$ cat config.mk
export PLATFORM = sky130hd
export DESIGN_NAME = fpu_result_collector
export DESIGN_NICKNAME = d
export VERILOG_FILES = /design/src/rtl/fpu_result_collector.sv
export SDC_FILE = /design/constraint.sdc
export NUM_CORES = 1
export LEC_CHECK = 0
export BUFFER_PORTS_ARGS = -buffer_cell sky130_fd_sc_hd__buf_4
export CORE_MARGIN = 2
export CORE_UTILIZATION = 39
export DETAILED_ROUTE_END_ITERATION = 8
export GPL_TIMING_DRIVEN = 0
export PLACE_DENSITY = 0.78
export SLEW_MARGIN = 5
export SYNTH_ARGS = -nofsm -noshare
export SYNTH_HDL_FRONTEND = slang
export SYNTH_SLANG_ARGS = --single-unit
$ cat constraint.sdc
create_clock -name CLK -period 2.2 [get_ports CLK]
set_clock_uncertainty 0.15 [all_clocks]
set_input_delay 0.11 -clock CLK [delete_from_list [all_inputs] [get_ports CLK]]
set_output_delay 0.11 -clock CLK [all_outputs]
set_load 0.005 [all_outputs]
$ cat src/rtl/fpu_result_collector.sv
// Registered FPU result collector: decodes the issued opcode to a result unit,
// waits for that unit's valid pulse (or a timeout), then holds the selected
// result on a valid/ready port until writeback consumes it.
module fpu_result_collector #(
  parameter int unsigned DATA_W  = 32,
  parameter int unsigned N_UNITS = 6,
  parameter int unsigned TIMEOUT = 64
) (
  input  logic                      CLK,
  input  logic                      RST,
  input  logic                      ISSUE_VALID,
  input  logic [3:0]                FPU_Control,
  output logic                      ISSUE_READY,
  input  logic [N_UNITS*DATA_W-1:0] UNIT_DATA,
  input  logic [N_UNITS-1:0]        UNIT_VALID,
  output logic [DATA_W-1:0]         OUT,
  output logic                      OUT_VALID,
  input  logic                      OUT_READY,
  output logic                      ILLEGAL,
  output logic                      TIMEOUT_ERR
);

  localparam int unsigned SEL_W = $clog2(N_UNITS);
  localparam int unsigned CNT_W = $clog2(TIMEOUT);
  localparam logic [CNT_W-1:0] CNT_LAST = CNT_W'(TIMEOUT - 1);

  typedef enum logic [1:0] {
    S_IDLE = 2'd0,
    S_WAIT = 2'd1,
    S_HOLD = 2'd2
  } state_e;

  state_e              state_q, state_d;
  logic [SEL_W-1:0]    sel_q, sel_d;
  logic [CNT_W-1:0]    cnt_q, cnt_d;
  logic [DATA_W-1:0]   out_q, out_d;
  logic                ill_q, ill_d;
  logic                terr_q, terr_d;
  logic                ready_q, ready_d;
  logic                valid_q, valid_d;

  logic [SEL_W-1:0]    dec_unit_c;
  logic                dec_legal_c;
  logic [DATA_W-1:0]   unit_bus_c [N_UNITS];
  logic [DATA_W-1:0]   sel_data_c;
  logic                sel_valid_c;

  // Opcode to result-unit decode; opcodes 14/15 only exist on wider builds
  always_comb begin
    dec_unit_c  = '0;
    dec_legal_c = 1'b1;
    case (FPU_Control)
      4'd0, 4'd1:                 dec_unit_c = SEL_W'(0);
      4'd2:                       dec_unit_c = SEL_W'(1);
      4'd3:                       dec_unit_c = SEL_W'(2);
      4'd4, 4'd5, 4'd6:           dec_unit_c = SEL_W'(3);
      4'd7, 4'd8, 4'd9, 4'd10:    dec_unit_c = SEL_W'(4);
      4'd11, 4'd12, 4'd13:        dec_unit_c = SEL_W'(5);
      4'd14: begin
        if (N_UNITS >= 7) dec_unit_c = SEL_W'(6);
        else              dec_legal_c = 1'b0;
      end
      default: begin
        if (N_UNITS == 8) dec_unit_c = SEL_W'(7);
        else              dec_legal_c = 1'b0;
      end
    endcase
  end

  // Split the flat result bus into per-unit lanes
  always_comb begin
    for (int unsigned i = 0; i < N_UNITS; i++) begin
      unit_bus_c[i] = UNIT_DATA[i*DATA_W +: DATA_W];
    end
  end

  assign sel_data_c  = unit_bus_c[sel_q];
  assign sel_valid_c = UNIT_VALID[sel_q];

  // Next-state and datapath loads
  always_comb begin
    state_d = state_q;
    sel_d   = sel_q;
    cnt_d   = cnt_q;
    out_d   = out_q;
    ill_d   = ill_q;
    terr_d  = terr_q;
    case (state_q)
      S_IDLE: begin
        if (ISSUE_VALID && ready_q) begin
          if (dec_legal_c) begin
            sel_d   = dec_unit_c;
            cnt_d   = '0;
            state_d = S_WAIT;
          end else begin
            out_d   = '0;
            ill_d   = 1'b1;
            terr_d  = 1'b0;
            state_d = S_HOLD;
          end
        end
      end
      S_WAIT: begin
        // Saturating counter; the state always leaves WAIT when it tops out
        cnt_d = (cnt_q == CNT_LAST) ? cnt_q : cnt_q + CNT_W'(1);
        if (sel_valid_c) begin
          out_d   = sel_data_c;
          ill_d   = 1'b0;
          terr_d  = 1'b0;
          state_d = S_HOLD;
        end else if (cnt_q == CNT_LAST) begin
          out_d   = '0;
          ill_d   = 1'b0;
          terr_d  = 1'b1;
          state_d = S_HOLD;
        end
      end
      S_HOLD: begin
        if (OUT_READY) state_d = S_IDLE;
      end
      default: state_d = S_IDLE;
    endcase
    // Handshake outputs registered from the next state, no input-to-output path
    ready_d = (state_d == S_IDLE);
    valid_d = (state_d == S_HOLD);
  end

  // State and datapath registers; ready stays low until the first edge after reset
  always_ff @(posedge CLK or negedge RST) begin
    if (!RST) begin
      state_q <= S_IDLE;
      sel_q   <= '0;
      cnt_q   <= '0;
      out_q   <= '0;
      ill_q   <= 1'b0;
      terr_q  <= 1'b0;
      ready_q <= 1'b0;
      valid_q <= 1'b0;
    end else begin
      state_q <= state_d;
      sel_q   <= sel_d;
      cnt_q   <= cnt_d;
      out_q   <= out_d;
      ill_q   <= ill_d;
      terr_q  <= terr_d;
      ready_q <= ready_d;
      valid_q <= valid_d;
    end
  end

  assign ISSUE_READY = ready_q;
  assign OUT_VALID   = valid_q;
  assign OUT         = out_q;
  assign ILLEGAL     = ill_q;
  assign TIMEOUT_ERR = terr_q;

endmodule

==> tab_implementation.tex, run 1 <==
\begin{tabular}{lr}
\hline
Metric & Value \\
\hline
\multicolumn{2}{l}{\textbf{Logic synthesis}} \\
\quad Area share of the largest cell type after synthesis & 32.1\% \\
\quad Post-synthesis cell area & 3660 µm² \\
\quad Synth warnings & 0 \\
\quad Most used standard cells in the synthesized netlist & 66 x sky130\_fd\_sc\_hd\_\_mux2\_2, 47 x sky130\_fd\_sc\_hd\_\_dfrtp\_1, 36 x sky130\_fd\_sc\_hd\_\_mux2i\_1 \\
\quad Number of distinct library cells after synthesis & 44 \\
\quad Sequential area share after synthesis & 32.1\% \\
\quad Post-synthesis area per instance & 10.5 µm² \\
\quad Post-synthesis instance total & 348 \\
\quad Nets in the synthesized netlist & 555 \\
\quad Dominant register cell in the synthesized netlist & sky130\_fd\_sc\_hd\_\_dfrtp\_1 \\
\quad Library cell occupying the most area in the post-synthesis netlist & sky130\_fd\_sc\_hd\_\_dfrtp\_1 \\
\quad Count leader, synth & sky130\_fd\_sc\_hd\_\_mux2\_2 \\
\quad Fraction of synthesis flops using an asynchronous set or reset pin & 100\% \\
\quad Synth area leaders & sky130\_fd\_sc\_hd\_\_dfrtp\_1 32\%, sky130\_fd\_sc\_hd\_\_mux2\_2 20\%, sky130\_fd\_sc\_hd\_\_mux2i\_1 9.8\% \\
\quad Number of synthesized flops with an enable pin & 0 \\
\quad Number of synthesized register bits & 47 \\
\multicolumn{2}{l}{\textbf{Routing}} \\
\quad Routed metal-1 wire length & 5.25 mm \\
\quad Drt first-iter violations & 110 \\
\quad Via count & 4002 \\
\quad Top Layer Used & met4 \\
\quad WL/cell & 18.5 µm \\
\quad DRC violations left & 0 \\
\quad Met3 routed wirelength & 907 µm \\
\quad Post-detailed-route via-to-cell ratio & 5.59 \\
\quad Sum of met2 wire segment lengths after detailed routing & 6.75 mm \\
\quad Number of optimization iterations in the first detailed-route pass & 4 \\
\quad Total detailed-routing wirelength & 13.2 mm \\
\quad Final ANT Viol Nets & 0 \\
\multicolumn{2}{l}{\textbf{Clock network}} \\
\quad Sinks on Clock Net & 47 \\
\quad Clk\_lat worst skew & 0.31 ns \\
\quad CTS tree & done \\
\quad Inserted Clock Buffers & 5 \\
\quad H-Tree Depth & 2 \\
\quad Maximum count of clock buffers along a single path & 2 \\
\quad Clock root cell & sky130\_fd\_sc\_hd\_\_clkbuf\_8 \\
\quad CTS clk-pin slew, worst paths & 0.11 ns \\
\multicolumn{2}{l}{\textbf{Placed design}} \\
\quad HPWL after detailed placement & 10.3 mm \\
\quad Number of input and output port buffers inserted & 241 \\
\quad Placer's final routability congestion estimate & 0.854 \\
\quad Pre-CTS worst setup slack & -0.456 ns \\
\quad Placed insts & 700 \\
\multicolumn{2}{l}{\textbf{Global route}} \\
\quad Maximum number of pins on one net before global-route repair & 48 \\
\quad Wire length of the first global-routing pass & 20.0 mm \\
\quad Number of global-route vias before repair & 4037 \\
\quad Overall Global Routing Usage & 24.9\% \\
\quad Congestion Overflow GR & 0 \\
\quad Number of antenna violations at the first check in global routing & 0 \\
\multicolumn{2}{l}{\textbf{Power}} \\
\quad Sequential cell fraction of total power & 21.1\% \\
\quad Static leakage power & 2.84 nW \\
\quad Worst ir drop on vdd & 0.000468 V \\
\quad Fraction of power consumed by the clock network & 11.1\% \\
\quad Pwr per Cell Area & 1020 nW/µm² \\
\quad Proportion of total power due to net switching & 40.2\% \\
\quad Combinational Power Share & 67.8\% \\
\quad Net switching power figure & 0.00241 W \\
\quad Internal portion of total power & 0.00359 W \\
\multicolumn{2}{l}{\textbf{Floorplan}} \\
\quad Area enclosed by the die boundary & 10200 µm² \\
\quad Starting Density & 39.8\% \\
\quad Row count & 35 \\
\quad Die W & 101 µm \\
\quad Die outline height & 101 µm \\
\quad I/O pin count & 242 \\
\quad Standard cell core area & 9200 µm² \\
\multicolumn{2}{l}{\textbf{Critical path}} \\
\quad Slowest Stage Delay on Critical Path & 0.37 ns \\
\quad Number of buffers and inverters on the critical path & 2 \\
\quad Required time at the worst-slack endpoint & 2.25 ns \\
\quad CP Capture Type & register \\
\quad Critical setup path kind & register to register \\
\quad Data arrival, critical path & 2.15 ns \\
\quad Crit start category & register \\
\quad Crit path cell chain & clkbuf\_4, clkbuf\_2, mux2\_2, a221o\_1, a22o\_1 \\
\quad Maximum fanout along the worst path & 10 \\
\quad Library cell contributing the largest single delay on the critical path & sky130\_fd\_sc\_hd\_\_dfrtp\_1 \\
\quad Kind of cell adding the most delay to the critical path & buffers and inverters \\
\multicolumn{2}{l}{\textbf{Timing}} \\
\quad Remaining max-slew budget at the tightest pin & 59.1\% \\
\quad Tmin final & 2.11 ns \\
\quad Max Fclk & 475 MHz \\
\quad Setup ws final & 0.0945 ns \\
\quad Worst-Margin Slew & 0.613 ns \\
\quad Final-report max-slew violation count & 0 \\
\quad Setup repair after global routing missed its margin & false \\
\quad Fin. Hold Viols & 0 \\
\quad Portion of the clock cycle consumed by the worst path in the final layout & 95.7\% \\
\quad Setup-violating endpoint count in the final report & 0 \\
\multicolumn{2}{l}{\textbf{Layout}} \\
\quad Share of post-route cells with drive strength above 1 & 57.2\% \\
\quad Area grow syn2layout & 59.8\% \\
\quad Antenna diodes & 0 \\
\quad Nets & 811 \\
\quad Final Util & 63.6\% \\
\quad Post-Layout Cell Count & 716 \\
\multicolumn{2}{l}{\textbf{Flow run}} \\
\quad Max-cap violations & 0 \\
\multicolumn{2}{l}{\textbf{Min path}} \\
\quad Worst hold path class & primary input to register \\
\multicolumn{2}{l}{\textbf{Outcome}} \\
\quad Run status & finished clean \\
\hline
\end{tabular}
routing by layer:
layer | vias to the layer above | global-route usage (%)
met2 | 184 | 45.0
li1 | 1884 | -
met4 | 0 | 7.28
met5 | - | 0
met1 | 1907 | 30.4
met3 | 27 | 4.23
registers in the layout, indices dropped and copies added (netlist names):
name and count:
sel_q 3, OUT_VALID 1, cnt_q 6, ISSUE_READY 1
OUT 32, ILLEGAL 1, state_q 2, TIMEOUT_ERR 1
cells in the final DEF, fill, tap and decap left out, types with 2 or more instances in the layout:
cell | Yosys | routed
sky130_fd_sc_hd__buf_4 | 0 | 245
sky130_fd_sc_hd__mux2_2 | 66 | 66
sky130_fd_sc_hd__dfrtp_1 | 47 | 47
sky130_fd_sc_hd__mux2i_1 | 36 | 36
sky130_fd_sc_hd__a22o_1 | 34 | 34
sky130_fd_sc_hd__nor3_1 | 33 | 33
sky130_fd_sc_hd__a221o_1 | 32 | 32
sky130_fd_sc_hd__clkbuf_1 | 18 | 12
sky130_fd_sc_hd__nand2_1 | 12 | 12
sky130_fd_sc_hd__a21oi_1 | 6 | 6
sky130_fd_sc_hd__buf_2 | 9 | 6
sky130_fd_sc_hd__buf_6 | 2 | 5
sky130_fd_sc_hd__nor2_1 | 6 | 5
sky130_fd_sc_hd__clkbuf_8 | 0 | 5
sky130_fd_sc_hd__dlygate4sd3_1 | 0 | 5
sky130_fd_sc_hd__clkbuf_2 | 0 | 4
sky130_fd_sc_hd__nand2b_1 | 3 | 3
sky130_fd_sc_hd__nor2b_1 | 4 | 3
sky130_fd_sc_hd__buf_8 | 3 | 3
sky130_fd_sc_hd__nand3_1 | 4 | 3
sky130_fd_sc_hd__o21ai_1 | 3 | 3
sky130_fd_sc_hd__clkbuf_4 | 0 | 2
sky130_fd_sc_hd__inv_1 | 2 | 2
sky130_fd_sc_hd__and2_1 | 2 | 2
sky130_fd_sc_hd__nor2_2 | 1 | 2
final cells by class:
cell class | instances | area [µm²]
plain buffers | 34 | 223
clock buffers | 5 | 68.8
clock inverters | 3 | 47.5
fillers | 766 | 3350
inverters | 2 | 7.51
multi-input cells | 265 | 2310
flip-flops and latches | 47 | 1180
well taps | 111 | 139
repair buffers | 249 | 1880
logic make-up after synthesis:
family / share of synthesized area (%)
fa+ha+maj: 0.342
simple gates: 9.94
flops: 32.1
xor+xnor: 0.239
buf+inv: 5.33
compound gates: 21.5
mux: 30.5
worst reg2reg max path, cell delays in order, from the launching register on:
cell	delay, ns
sky130_fd_sc_hd__dfrtp_1	0.37
sky130_fd_sc_hd__clkbuf_4	0.22
sky130_fd_sc_hd__clkbuf_2	0.34
sky130_fd_sc_hd__mux2_2	0.37
sky130_fd_sc_hd__a221o_1	0.36
sky130_fd_sc_hd__a22o_1	0.19
worst paths after layout:
check                           cells after the start            startpoint                       to  slack (ns)
worst max-delay path                                5  sel_q[0]$_DFFE_PN0P_       OUT[6]$_DFFE_PN0P_        0.09
worst min-delay path                                3        FPU_Control[3]     sel_q[1]$_DFFE_PN0P_        0.01
worst max register to register                      5  sel_q[0]$_DFFE_PN0P_       OUT[6]$_DFFE_PN0P_        0.09
worst min register to register                      1  cnt_q[5]$_DFFE_PN0P_     cnt_q[5]$_DFFE_PN0P_        0.35
max in group asynchronous                           2                   RST       OUT[1]$_DFFE_PN0P_        1.27
min in group asynchronous                           2                   RST  TIMEOUT_ERR$_DFFE_PN0P_        0.20
per-stage QoR:
step                area (µm²)  hold WS [ns]  power [W]  setup TNS, ns
floorplan                 3660        -0.336    0.00390              0
global placement          5610       0.00679    0.00510         -10.68
detailed placement        5610        0.0162    0.00517         -11.74
CTS                       5810       0.00469    0.00595              0
global route              5850        0.0240    0.00642              0
finish                    5850        0.0120    0.00599              0
power groups by stage:
stage          Sequential (W)  Combinational (W)  Clock, W
2_1_floorplan         0.00126            0.00264         0
3_3_place_gp          0.00126            0.00384         0
3_5_place_dp          0.00127            0.00391         0
4_1_cts               0.00125            0.00402  0.000681
5_1_grt               0.00128            0.00441  0.000721
6_report              0.00126            0.00407  0.000665
what timing repair did:
item,in CTS,in global routing
hold buffers,5,0
buffers inserted,2,1
hold endpoints to repair,49,0
gates resized for setup,12,8
pin swaps,1,1
endpoints found under the setup margin,37,31
Note: power is estimated with default switching activity, not from simulation.
==> inputs of run 2 (changes only) <==
==> constraint.sdc (replaced) <==
create_clock -name CLK -period 1.9 [get_ports CLK]
set_clock_uncertainty 0.15 [all_clocks]
set_input_delay 0.095 -clock CLK [delete_from_list [all_inputs] [get_ports CLK]]
set_output_delay 0.095 -clock CLK [all_outputs]
set_load 0.005 [all_outputs]
==> run 2 against run 1 <==
Net effect:
- the run now ends with negative setup slack left
- core utilization is 1.1 points higher
- cell count rose by 1.1%
- first-iteration DRC count increased by 21%
- flip-flop and latch count is the same
- count of clock-buffer cells in the layout rose by 1
- sequential power up 17%
- non-clock buffer count up 8
- design area rose by 1.7%
- register-to-register slack got worse by 0.22 ns
- hold slack better by 0.016 ns
==> tab_implementation.tex, run 2 (synthesis gave the netlist of run 1 again) <==
\begin{tabular}{lr}
\hline
Metric & Value \\
\hline
\multicolumn{2}{l}{\textbf{Layout}} \\
\quad Post-Layout Cell Count & 724 \\
\quad Commonest cells after routing, fill and taps aside & 254 x sky130\_fd\_sc\_hd\_\_buf\_4, 66 x sky130\_fd\_sc\_hd\_\_mux2\_2, 47 x sky130\_fd\_sc\_hd\_\_dfrtp\_1 \\
\quad Nets & 819 \\
\quad Count of filler cells inserted in the layout & 733 \\
\quad Share of post-route cells with drive strength above 1 & 58.2\% \\
\quad Final Util & 64.7\% \\
\quad Area grow syn2layout & 62.5\% \\
\quad Final Cell Area & 5950 µm² \\
\quad Antenna diodes & 0 \\
\quad Area of combinational cells with multiple inputs & 2320 µm² \\
\quad Flip-flop count of the largest register after layout & 32 \\
\quad Most common cell after layout, fill and taps aside & sky130\_fd\_sc\_hd\_\_buf\_4 \\
\quad Area taken by flip-flops and latches & 1180 µm² \\
\multicolumn{2}{l}{\textbf{Clock network}} \\
\quad Clk\_lat worst skew & 0.30 ns \\
\quad H-Tree Depth & 2 \\
\quad CTS tree & done \\
\quad Inserted Clock Buffers & 5 \\
\quad CTS clk-pin slew, worst paths & 0.09 ns \\
\quad Sinks on Clock Net & 47 \\
\quad Clock root cell & sky130\_fd\_sc\_hd\_\_clkbuf\_8 \\
\quad Maximum count of clock buffers along a single path & 2 \\
\multicolumn{2}{l}{\textbf{Global route}} \\
\quad Congestion Overflow GR & 0 \\
\quad Number of global-route vias before repair & 4308 \\
\quad Overall Global Routing Usage & 27.5\% \\
\quad Number of antenna violations at the first check in global routing & 0 \\
\quad Wire length of the first global-routing pass & 21.7 mm \\
\quad Maximum number of pins on one net before global-route repair & 48 \\
\multicolumn{2}{l}{\textbf{Critical path}} \\
\quad Worst r2r dst & OUT[22]\$\_DFFE\_PN0P\_ \\
\quad Kind of cell adding the most delay to the critical path & compound AO/OA/AOI/OAI gates \\
\quad Reg2Reg Launch Point & sel\_q[0]\$\_DFFE\_PN0P\_ \\
\quad Maximum fanout along the worst path & 10 \\
\quad Critical Path Most Common Cell & sky130\_fd\_sc\_hd\_\_buf\_4 \\
\quad Critical setup path kind & register to register \\
\quad Worst r2r path cells & 6 \\
\quad Crit start category & register \\
\quad Data arrival, critical path & 2.07 ns \\
\quad Library cell contributing the largest single delay on the critical path & sky130\_fd\_sc\_hd\_\_dfrtp\_1 \\
\quad Slowest Stage Delay on Critical Path & 0.41 ns \\
\quad CP Capture Type & register \\
\quad Required time at the worst-slack endpoint & 1.94 ns \\
\quad Crit path cell chain & mux2\_2, a222oi\_1, buf\_4, nor2\_2, buf\_4, a22o\_1 \\
\quad Reg2Reg Setup Slack & -0.13 ns \\
\quad Number of buffers and inverters on the critical path & 2 \\
\multicolumn{2}{l}{\textbf{Power}} \\
\quad Pwr per Cell Area & 1190 nW/µm² \\
\quad Static leakage power & 2.89 nW \\
\quad Worst ir drop on vdd & 0.000585 V \\
\multicolumn{2}{l}{\textbf{Routing}} \\
\quad Number of optimization iterations in the first detailed-route pass & 4 \\
\quad WL/cell & 19.9 µm \\
\quad Post-detailed-route via-to-cell ratio & 5.63 \\
\quad Via count & 4074 \\
\quad DRC violations left & 0 \\
\quad Final ANT Viol Nets & 0 \\
\quad Total detailed-routing wirelength & 14.4 mm \\
\quad Drt first-iter violations & 133 \\
\multicolumn{2}{l}{\textbf{Placed design}} \\
\quad Standard cell area after detailed placement & 5610 µm² \\
\quad Placed insts & 700 \\
\quad Placer's final routability congestion estimate & 0.858 \\
\quad HPWL after detailed placement & 11.1 mm \\
\quad Number of input and output port buffers inserted & 241 \\
\multicolumn{2}{l}{\textbf{Timing}} \\
\quad Remaining max-slew budget at the tightest pin & 57.6\% \\
\quad Portion of the clock cycle consumed by the worst path in the final layout & 107\% \\
\quad Setup ws final & -0.127 ns \\
\quad Setup repair after global routing missed its margin & true \\
\quad Worst-Margin Slew & 0.636 ns \\
\quad Setup-violating endpoint count in the final report & 35 \\
\quad Max Fclk & 493 MHz \\
\quad Fin. Hold Viols & 0 \\
\quad Tmin final & 2.03 ns \\
\quad Hold WS & 0.0277 ns \\
\quad Final-report max-slew violation count & 0 \\
\multicolumn{2}{l}{\textbf{Min path}} \\
\quad Min-Delay Endpoint & sel\_q[0]\$\_DFFE\_PN0P\_ \\
\quad Worst hold path class & primary input to register \\
\quad Startpoint of the lowest-slack hold path & FPU\_Control[2] \\
\quad Hold-critical path depth & 3 \\
\multicolumn{2}{l}{\textbf{Floorplan}} \\
\quad Die outline height & 101 µm \\
\quad Standard cell core area & 9200 µm² \\
\quad I/O pin count & 242 \\
\quad Starting Density & 39.8\% \\
\quad Area enclosed by the die boundary & 10200 µm² \\
\quad Die W & 101 µm \\
\quad Row count & 35 \\
\multicolumn{2}{l}{\textbf{Flow run}} \\
\quad Max-cap violations & 0 \\
\multicolumn{2}{l}{\textbf{Outcome}} \\
\quad Failing checks & negative setup slack \\
\quad Run status & complete, but fails checks \\
\hline
\end{tabular}
==> run 2: routing by layer <==
layer	global-route usage [%]	vias up	part of all wire [%]
met4	10.7	0	3.0
li1	-	1897	-
met1	30.9	1950	39
met3	5.62	32	6.5
met5	0	-	0
met2	50.8	195	51
==> run 2: layout make-up <==
class / count / share of cell area (%)
multi-input combinational: 265 / 39.0
timing repair buffer: 257 / 32.7
sequential: 47 / 19.8
buffer: 34 / 4.69
tap: 111 / 2.33
clock buffer: 6 / 1.22
clock inverter: 2 / 0.210
inverter: 2 / 0.126
==> run 2: what timing repair did <==
item	in CTS	in global routing
hold buffers	5	0
pin swaps	30	4
endpoints found under the hold margin	49	0
buffers inserted	10	2
gates resized for setup	33	9
endpoints found under the setup margin	43	39
==> run 2: how the worst max path moves through the flow <==
stage / end / depth (start not counted) / startpoint / slack [ns]
after floorplan: OUT[0]$_DFFE_PN0P_ / 7 / sel_q[2]$_DFFE_PN0P_ / -0.18
after global placement: OUT[5]$_DFFE_PN0P_ / 5 / sel_q[0]$_DFFE_PN0P_ / -0.63
after detailed placement: OUT[9]$_DFFE_PN0P_ / 5 / sel_q[0]$_DFFE_PN0P_ / -0.71
after CTS: OUT[13]$_DFFE_PN0P_ / 8 / sel_q[1]$_DFFE_PN0P_ / -0.10
after global routing: OUT[6]$_DFFE_PN0P_ / 8 / sel_q[1]$_DFFE_PN0P_ / -0.18
final: OUT[22]$_DFFE_PN0P_ / 6 / sel_q[0]$_DFFE_PN0P_ / -0.13
==> run 2: worst reg2reg max path: cells and delay by family, from the launching register on <==
family	cells	cell delay (ns)
multiplexers	1	0.38
flip-flops	1	0.41
buffers and inverters	2	0.38
AO/OA/AOI/OAI	2	0.53
AND/OR/NAND/NOR	1	0.07
==> run 2: through the flow <==
stage | setup slack, ns | power (W) | TNS [ns]
after floorplan | -0.181 | 0.00451 | -5.98
after global placement | -0.627 | 0.00592 | -20.28
after detailed placement | -0.709 | 0.00602 | -22.53
after CTS | -0.102 | 0.00704 | -2.87
after global routing | -0.184 | 0.00756 | -5.71
final | -0.127 | 0.00711 | -3.71
==> run 2: report_power, final <==
group          switching, W  total, W  internal, W  leakage, nW
Clock              0.000359  0.000618     0.000258       0.0412
Sequential         0.000201   0.00148      0.00128        0.624
Combinational       0.00232   0.00502      0.00269         2.23
==> inputs of run 3 (changes only) <==
--- a/config.mk
+++ b/config.mk
@@ -5,12 +5,13 @@
 export SDC_FILE = /design/constraint.sdc
 export NUM_CORES = 1
 export LEC_CHECK = 0
+export ABC_CLOCK_PERIOD_IN_PS = 2450
 export BUFFER_PORTS_ARGS = -buffer_cell sky130_fd_sc_hd__buf_4
 export CORE_MARGIN = 2
-export CORE_UTILIZATION = 39
+export CORE_UTILIZATION = 46
 export DETAILED_ROUTE_END_ITERATION = 8
 export GPL_TIMING_DRIVEN = 0
-export PLACE_DENSITY = 0.78
+export PLACE_DENSITY = 0.87
 export SLEW_MARGIN = 5
 export SYNTH_ARGS = -nofsm -noshare
 export SYNTH_HDL_FRONTEND = slang
==> constraint.sdc (replaced) <==
create_clock -name CLK -period 2.45 [get_ports CLK]
set_clock_uncertainty 0.15 [all_clocks]
set_input_delay 0.1225 -clock CLK [delete_from_list [all_inputs] [get_ports CLK]]
set_output_delay 0.1225 -clock CLK [all_outputs]
set_load 0.005 [all_outputs]
==> run 3 against run 2 <==
Net effect:
- the flow now finishes without violations
- clock power down 3.4%
- first-iteration DRC count up 14%
- worst setup slack better by 0.21 ns
- cell count down 2.6%
- critical endpoint is now OUT[3]$_DFFE_PN0P_
- highest routed layer unchanged
==> tab_implementation.tex, run 3 (synthesis gave the netlist of run 1 again) <==
\begin{tabular}{lr}
\hline
Metric & Value \\
\hline
\multicolumn{2}{l}{\textbf{Timing}} \\
\quad Portion of the clock cycle consumed by the worst path in the final layout & 96.5\% \\
\quad Fin. Hold Viols & 0 \\
\quad Final-report max-slew violation count & 0 \\
\quad Setup ws final & 0.0847 ns \\
\quad Setup TNS & 0 ns \\
\quad Remaining max-slew budget at the tightest pin & 50.0\% \\
\quad Max Fclk & 423 MHz \\
\quad Hold WS & 0.0406 ns \\
\quad Worst-Margin Slew & 0.740 ns \\
\quad Setup-violating endpoint count in the final report & 0 \\
\quad Tmin final & 2.37 ns \\
\multicolumn{2}{l}{\textbf{Global route}} \\
\quad Congestion Overflow GR & 0 \\
\quad Overall Global Routing Usage & 29.5\% \\
\quad Number of global-route vias before repair & 4088 \\
\quad Maximum number of pins on one net before global-route repair & 48 \\
\quad Number of antenna violations at the first check in global routing & 0 \\
\quad Wire length of the first global-routing pass & 20.0 mm \\
\multicolumn{2}{l}{\textbf{Floorplan}} \\
\quad Die W & 93.2 µm \\
\quad Row count & 32 \\
\quad I/O pin count & 242 \\
\quad Area enclosed by the die boundary & 8690 µm² \\
\quad Starting Density & 47.4\% \\
\quad Standard cell core area & 7730 µm² \\
\quad Die outline height & 93.2 µm \\
\multicolumn{2}{l}{\textbf{Layout}} \\
\quad Final Util & 74.8\% \\
\quad Area grow syn2layout & 57.9\% \\
\quad Final Cell Area & 5780 µm² \\
\quad Antenna diodes & 0 \\
\quad Flip-flop count of the largest register after layout & 32 \\
\quad Nets & 809 \\
\quad Count of filler cells inserted in the layout & 547 \\
\quad Share of post-route cells with drive strength above 1 & 55.9\% \\
\quad Most common cell after layout, fill and taps aside & sky130\_fd\_sc\_hd\_\_buf\_4 \\
\quad Commonest cells after routing, fill and taps aside & 243 x sky130\_fd\_sc\_hd\_\_buf\_4, 66 x sky130\_fd\_sc\_hd\_\_mux2\_2, 47 x sky130\_fd\_sc\_hd\_\_dfrtp\_1 \\
\multicolumn{2}{l}{\textbf{Placed design}} \\
\quad Standard cell area after detailed placement & 5600 µm² \\
\quad Pre-CTS worst setup slack & -0.185 ns \\
\quad HPWL after detailed placement & 10.4 mm \\
\quad Number of input and output port buffers inserted & 241 \\
\quad Placer's final routability congestion estimate & 0.896 \\
\multicolumn{2}{l}{\textbf{Routing}} \\
\quad Routed metal-1 wire length & 5.00 mm \\
\quad Number of optimization iterations in the first detailed-route pass & 6 \\
\quad WL/cell & 18.7 µm \\
\quad Total detailed-routing wirelength & 13.2 mm \\
\quad Post-detailed-route via-to-cell ratio & 5.70 \\
\quad Drt first-iter violations & 151 \\
\quad Met3 routed wirelength & 821 µm \\
\quad DRC violations left & 0 \\
\quad Final ANT Viol Nets & 0 \\
\quad Sum of met2 wire segment lengths after detailed routing & 6.93 mm \\
\quad Via count & 4018 \\
\quad Top Layer Used & met4 \\
\multicolumn{2}{l}{\textbf{Clock network}} \\
\quad Clk\_lat worst skew & 0.30 ns \\
\quad Sinks on Clock Net & 47 \\
\quad Maximum count of clock buffers along a single path & 2 \\
\quad CTS clk-pin slew, worst paths & 0.09 ns \\
\quad Clock root cell & sky130\_fd\_sc\_hd\_\_clkbuf\_8 \\
\quad H-Tree Depth & 2 \\
\quad Inserted Clock Buffers & 5 \\
\quad CTS tree & done \\
\multicolumn{2}{l}{\textbf{Critical path}} \\
\quad Reg2Reg Launch Point & sel\_q[0]\$\_DFFE\_PN0P\_ \\
\quad Reg2Reg Setup Slack & 0.08 ns \\
\quad Startpoint of the most critical setup path & sel\_q[0]\$\_DFFE\_PN0P\_ \\
\quad CP Capture Type & register \\
\quad Data arrival, critical path & 2.41 ns \\
\quad Worst r2r path cells & 5 \\
\quad Crit start category & register \\
\quad Maximum fanout along the worst path & 10 \\
\quad CP Capture Point & OUT[3]\$\_DFFE\_PN0P\_ \\
\quad Worst r2r dst & OUT[3]\$\_DFFE\_PN0P\_ \\
\quad Required time at the worst-slack endpoint & 2.49 ns \\
\quad Critical setup path kind & register to register \\
\multicolumn{2}{l}{\textbf{Min path}} \\
\quad Worst hold path class & primary input to register \\
\quad Startpoint of the lowest-slack hold path & FPU\_Control[3] \\
\multicolumn{2}{l}{\textbf{Power}} \\
\quad Static leakage power & 2.82 nW \\
\quad Worst ir drop on vdd & 0.000479 V \\
\quad Pwr per Cell Area & 916 nW/µm² \\
\multicolumn{2}{l}{\textbf{Outcome}} \\
\quad Run status & finished clean \\
\multicolumn{2}{l}{\textbf{Flow run}} \\
\quad Max-cap violations & 0 \\
\hline
\end{tabular}
## run 3: changes by cell type in the layout (fill, tap and decap cells not counted), sizes merged
cell,before,now
buf,269,256
bufinv,0,1
clkbuf,23,27
clkinvlp,1,0
dlygate4sd3,5,4
## run 3: layer usage
metal | up-vias | track usage [%]
li1 | 1884 | -
met4 | 0 | 13.4
met1 | 1931 | 33.1
met3 | 30 | 5.88
met2 | 173 | 53.4
met5 | - | 0
## run 3: what timing repair did
item                                    4_1_cts  5_1_grt
endpoints found under the hold margin        49        0
gates cloned                                  0        0
endpoints found under the setup margin       32        4
pin swaps                                     1        0
buffers inserted                              2        0
gates resized for setup                       3        3
hold buffers                                  4        0
## run 3: critical path, cell delays in order (launching register included)
cell and delay, ns:
sky130_fd_sc_hd__dfrtp_1 0.39, sky130_fd_sc_hd__clkbuf_2 0.27, sky130_fd_sc_hd__buf_1 0.55, sky130_fd_sc_hd__mux2_2 0.42, sky130_fd_sc_hd__a221o_1 0.30, sky130_fd_sc_hd__a22o_1 0.18
## run 3: power breakdown
part	internal (W)	total (W)	switching [W]
Clock	0.000330	0.000597	0.000267
Sequential	0.000990	0.00113	0.000144
Combinational	0.00185	0.00357	0.00172
## run 3: worst min-delay path by stage
stage                                 end  depth (start not counted)
CTS                  sel_q[1]$_DFFE_PN0P_                          3
floorplan             ILLEGAL$_DFFE_PN0P_                          0
global placement    ISSUE_READY$_DFF_PN0_                          1
global route         sel_q[1]$_DFFE_PN0P_                          3
detailed placement   state_q[1]$_DFF_PN0_                          1
finish               sel_q[1]$_DFFE_PN0P_                          3
## run 3: cell type report
type	instances	area (µm²)	area share, %
plain buffers	34	199	3.44
multi-input cells	265	2290	39.6
flip-flops and latches	47	1180	20.3
clock buffers	6	82.6	1.43
repair buffers	247	1860	32.2
inverters	2	7.51	0.130
clock inverters	2	35.0	0.606
well taps	102	128	2.21
## run 3: through the flow
stage / std cells / power (W)
3_5_place_dp: 691 / 0.00462
3_3_place_gp: 691 / 0.00454
2_1_floorplan: 348 / 0.00350
4_1_cts: 705 / 0.00528
6_report: 705 / 0.00530
5_1_grt: 705 / 0.00562
